[src/rtl/cpu_pkg.sv]
// Shared core constants and types.
// Used by the write-back stage and its select mux.
package cpu_pkg;

  localparam int DATA_W = 32;
  localparam int ADDR_W = 5;

  typedef logic [ADDR_W-1:0] reg_addr_t;

  localparam reg_addr_t REG_ZERO = 5'd0;

endpackage

[src/rtl/wb_mux.sv]
// Write-back value select.
// Picks load data or ALU result per MemtoReg.
module wb_mux #(
  parameter int DATA_W = 32
) (
  input  logic              sel_i,
  input  logic [DATA_W-1:0] alu_i,
  input  logic [DATA_W-1:0] mem_i,
  output logic [DATA_W-1:0] data_o
);

  assign data_o = sel_i ? mem_i : alu_i;

endmodule

[src/rtl/wb_regfile.sv]
// Write-back stage: register file with
// write-through read ports and a retire counter.
module wb_regfile #(
  parameter int DATA_W   = cpu_pkg::DATA_W,
  parameter int ADDR_W   = cpu_pkg::ADDR_W,
  parameter int NUM_REGS = 2 ** ADDR_W,
  parameter int CNT_W    = 32
) (
  input  logic              clk_i,
  input  logic              rst_i,
  input  logic              start_i,
  input  logic [DATA_W-1:0] ALU_Result_i,
  input  logic [DATA_W-1:0] MemRead_Data_i,
  input  logic [ADDR_W-1:0] Rd_Addr_i,
  input  logic              RegWrite_i,
  input  logic              MemtoReg_i,
  input  logic [ADDR_W-1:0] RS1addr_i,
  input  logic [ADDR_W-1:0] RS2addr_i,
  output logic [DATA_W-1:0] RS1data_o,
  output logic [DATA_W-1:0] RS2data_o,
  output logic [DATA_W-1:0] WB_Data_o,
  output logic              WB_Valid_o,
  output logic [CNT_W-1:0]  Wr_Count_o
);

  import cpu_pkg::*;

  localparam logic [ADDR_W-1:0] ZERO_A =
    ADDR_W'(REG_ZERO);

  logic [DATA_W-1:0] regs_q [NUM_REGS];
  logic [CNT_W-1:0]  cnt_q;
  logic [CNT_W-1:0]  cnt_d;
  logic [DATA_W-1:0] wb_data;
  logic              wb_valid;

  wb_mux #(
    .DATA_W(DATA_W)
  ) u_wb_mux (
    .sel_i (MemtoReg_i),
    .alu_i (ALU_Result_i),
    .mem_i (MemRead_Data_i),
    .data_o(wb_data)
  );

  assign wb_valid = start_i & RegWrite_i
                  & (Rd_Addr_i != ZERO_A)
                  & rst_i;

  assign WB_Data_o  = wb_data;
  assign WB_Valid_o = wb_valid;
  assign Wr_Count_o = cnt_q;

  // x0 wins over bypass; bypass wins over array
  function automatic logic [DATA_W-1:0] rd_port(
    input logic [ADDR_W-1:0] a
  );
    logic [DATA_W-1:0] r;
    r = '0;
    unique case (1'b1)
      (a == ZERO_A):
        r = '0;
      (wb_valid && a == Rd_Addr_i):
        r = wb_data;
      default:
        r = regs_q[a];
    endcase
    return r;
  endfunction

  assign RS1data_o = rd_port(RS1addr_i);
  assign RS2data_o = rd_port(RS2addr_i);

  always_comb begin
    cnt_d = cnt_q;
    if (wb_valid) cnt_d = cnt_q + 1'b1;
  end

  always_ff @(posedge clk_i) begin
    if (!rst_i) begin
      for (int i = 0; i < NUM_REGS; i++)
        regs_q[i] <= '0;
      cnt_q <= '0;
    end else begin
      if (wb_valid)
        regs_q[Rd_Addr_i] <= wb_data;
      cnt_q <= cnt_d;
    end
  end

endmodule

[config.mk]
export PLATFORM = sky130hd
export DESIGN_NAME = wb_regfile
export DESIGN_NICKNAME = d
export VERILOG_FILES = /design/src/rtl/cpu_pkg.sv /design/src/rtl/wb_mux.sv /design/src/rtl/wb_regfile.sv
export SDC_FILE = /design/constraint.sdc
export NUM_CORES = 2
export LEC_CHECK = 0
export ABC_AREA = 1
export CORE_MARGIN = 1.5
export CORE_UTILIZATION = 45
export DETAILED_ROUTE_END_ITERATION = 10
export SLEW_MARGIN = 30
export SYNTH_ARGS = -nofsm -noshare
export SYNTH_HDL_FRONTEND = slang
export SYNTH_HIERARCHICAL = 1
export SYNTH_SLANG_ARGS = --single-unit
[constraint.sdc]
create_clock -name clk_i -period 3.85 [get_ports clk_i]
set_input_delay 0.77 -clock clk_i [delete_from_list [all_inputs] [get_ports clk_i]]
set_output_delay 0.77 -clock clk_i [all_outputs]
set_load 0.02 [all_outputs]
==> results.json <==
{
  "status": "completed",
  "holdPathStages": 2,
  "placementRows": 134,
  "drc": 0,
  "cp_num_buf_inv": 5,
  "slowest_stage": "clkdlybuf4s50_1",
  "clkSinkCount": 1056,
  "crit_chain": "clkdlybuf4s50_1 -> buf_4 -> xnor2_1 -> nand3_1 -> nor3_4 -> buf_12 -> nor2_4 -> buf_4 -> nand3_1 -> nand2_1 -> dlygate4sd2_1",
  "clock_skew_ns": 0.00912,
  "cts_tree": "built",
  "postCtsHoldBufs": 0,
  "grt_usage": 0.372,
  "p_int_mw": 21.8,
  "netlist_instances": 7919,
  "antenna_found_initial": 3,
  "worstSetupEndpointType": "output port",
  "utilization": 0.536,
  "synth_fa_ha_area_frac": 0.000206,
  "die_h_um": 370,
  "crit_path_max_fanout": 6,
  "htreeDepth": 3,
  "fin_crit_ns": 3.81,
  "ir_drop_mv": 0.417,
  "crit_required_ns": 3.08,
  "hp-start": "Wr_Count_o[16]",
  "cts_buffers": 119,
  "synth.most_common_cell": "nand2_1",
  "antenna_left": 0,
  "post_drt_wl_per_cell_um": 26.2,
  "clock.fmax_ghz": 0.262,
  "criticalPathCategory": "in -> out",
  "drt_iter0_markers": 8947,
  "reg2regPathDepth": 9,
  "p_per_area_mw_per_mm2": 423,
  "pwr-share-clk": 0.396,
  "synth_top_cell_area_share": 0.506,
  "hp-class": "reg -> reg",
  "synth_area_leader_cell": "edfxtp_1",
  "ys_seq_area_frac": 0.517,
  "start_kind": "primary input",
  "syn_avg_cell_area_um2": 7.67,
  "synth-xor-area-share": 0.00173,
  "critPathMaxStageDelay_ns": 0.45,
  "io_pins": 213,
  "p_leak_nw": 30.7,
  "path_clk_slew_ns": 0.05,
  "ys.flop_type": "edfxtp_1",
  "die_w_um": 370,
  "grt_max_degree": 67,
  "synth_warnings": 6,
  "rsz0062_at_grt": "no",
  "synth_area_leaders": "edfxtp_1 51%, nand2_1 13%, nand3_1 10%",
  "seq_power_share": 0.444,
  "drive_gt1_frac": 0.111,
  "overflow": 0,
  "synth_commonest_cells": "2177 x nand2_1, 1246 x nand3_1, 1208 x nor2_1, 1024 x edfxtp_1, 707 x inv_1",
  "switching_share": 0.280,
  "hold_viol_final": 0,
  "hpwlAfterDp_um": 156000,
  "finalSetupViolCount": 0,
  "io_buffers": 212,
  "drt-total-wl_um": 260000,
  "hold_end": "Wr_Count_o[16]",
  "reg2reg_from": "Wr_Count_o[0]",
  "final_max_slew_viol_count": 0,
  "drt_pre_antenna_iters": 6,
  "ys_ff_latch": 1056,
  "combinationalPowerShare": 0.160,
  "rrSetupSlack_ns": 1.78,
  "switchingPower_mw": 8.49,
  "synth-simple-area-share": 0.337,
  "finalNetCount": 8145,
  "via_count": 58900,
  "slew-limit-headroom": 0.397,
  "synth_edf_count": 1024,
  "r2r_end": "Wr_Count_o[22]",
  "fillCellCount": 12400,
  "cp_num_cells": 11,
  "via_per_inst": 5.94,
  "syn-cell-area_mm2": 0.0608,
  "clock_latency_ns": 0.75,
  "layout.cells.non_filler": 9923,
  "synth-compound-area-share": 0.0555,
  "first_global_vias": 54500,
  "synth-async-reset-ratio": 0,
  "clock_path_buffers": 3,
  "critPathArrivalTime_ns": 3.04,
  "place_congestion": 0.930,
  "syn_to_final_growth_pct": 17.9,
  "initial_utilization": 0.454,
  "grt_pass1_wl_um": 371000,
  "core_mm2": 0.134,
  "yosysUniqueCellTypes": 35,
  "dieArea_mm2": 0.137,
  "synthMuxAreaShare": 0,
  "dp_cells": 9706,
  "drv_cap": 0,
  "crit_family": "buffers and inverters",
  "root_buffer": "clkbuf_16",
  "finalCritPeriodShare": 0.990,
  "synth_top_family_by_area": "simple AND/OR/NAND/NOR gates",
  "tightest_slew_ns": 0.905
}
[kinds of logic after synthesis]
group                      after synthesis
DFF                                   1056
adders and majority gates                1
other                                    1
xor gates and xnor gates                12
buffers and inverters                 1362
AOI/OAI and AO/OA                      613
and+or+nand+nor                       4874
[layer usage]
| layer | up-vias | GRT usage | share of wire |
|---|---|---|---|
| met3 | 794 | 0.0919 | 0.14 |
| met1 | 27900 | 0.504 | 0.38 |
| li1 | 25900 | - | - |
| met4 | 2 | 0.191 | 0.057 |
| met5 | - | 0 | 0.000046 |
| met2 | 4251 | 0.553 | 0.42 |
[layout make-up]
class                           instances  area (µm²)  area share
Clock inverter                         60         790      0.0110
Inverter                              717        2730      0.0381
Sequential cell                      1056       31400       0.438
Timing Repair Buffer                  634        7020      0.0980
Multi-Input combinational cell       5532       24300       0.339
Antenna cell                            2        5.00   0.0000699
Clock buffer                          154        3220      0.0449
Tap cell                             1768        2210      0.0309
[state kept, by name (all words and copies together), names as in the netlist]
name and count:
Wr_Count_o 32, regs_q 1024
[power groups by stage]
stage | Combinational, mW | Sequential, mW | Clock [mW]
global placement | 4.72 | 13.6 | 0
detailed placement | 4.75 | 13.7 | 0
floorplan | 2.56 | 13.6 | 0
CTS | 4.72 | 13.4 | 12.0
global route | 5.13 | 13.5 | 12.4
finish | 4.85 | 13.4 | 12.0
[placed cells by master, fill, tap and decap left out, types with 124 or more instances in the layout]
master,Yosys,layout
or2_2,189,189
buf_12,1,146
o21ai_0,189,189
buf_4,1,288
clkdlybuf4s50_1,0,136
nand2_1,2177,2114
a21oi_1,302,300
nor2_1,1208,1206
clkbuf_16,0,124
inv_1,707,701
edfxtp_1,1024,1024
nand3_1,1246,1246
[worst reg2reg max path, delay by kind of cell, from the launching register on]
family / cells / cell delay [ns]
simple gates: 6 / 1.29
buf+inv: 2 / 0.09
flops: 1 / 0.39
fa+ha+maj: 1 / 0.23
[how the worst max path moves through the flow]
stage | to | slack (ns) | from
after detailed placement | RS2data_o[17] | -0.18 | Rd_Addr_i[1]
after global routing | RS2data_o[23] | 0.0003 | Rd_Addr_i[0]
after floorplan | regs_q[11][0] | 0.80 | Rd_Addr_i[3]
after global placement | RS1data_o[26] | -0.12 | Rd_Addr_i[1]
final | RS2data_o[8] | 0.04 | Rd_Addr_i[2]
after CTS | RS1data_o[19] | 0.0008 | Rd_Addr_i[1]
[per-stage QoR]
step | worst slack (ns) | TNS [ns] | power, mW | hold WS (ns) | area (µm²)
floorplan | 0.796 | 0 | 16.2 | 0.547 | 60900
global placement | -0.117 | -4.41 | 18.4 | 0.476 | 67700
detailed placement | -0.176 | -5.83 | 18.4 | 0.493 | 67700
CTS | 0.000773 | 0 | 30.2 | 0.508 | 71600
global route | 0.000284 | 0 | 31.1 | 0.533 | 71600
finish | 0.0394 | 0 | 30.3 | 0.504 | 71600
[repair_timing]
| action | in CTS | in global routing |
|---|---|---|
| pin swaps | 0 | 1 |
| buffers inserted | 0 | 1 |
| gates resized for setup | 52 | 33 |
| endpoints found under the setup margin | 54 | 26 |
No activity file was read; power rests on OpenSTA's default activity.
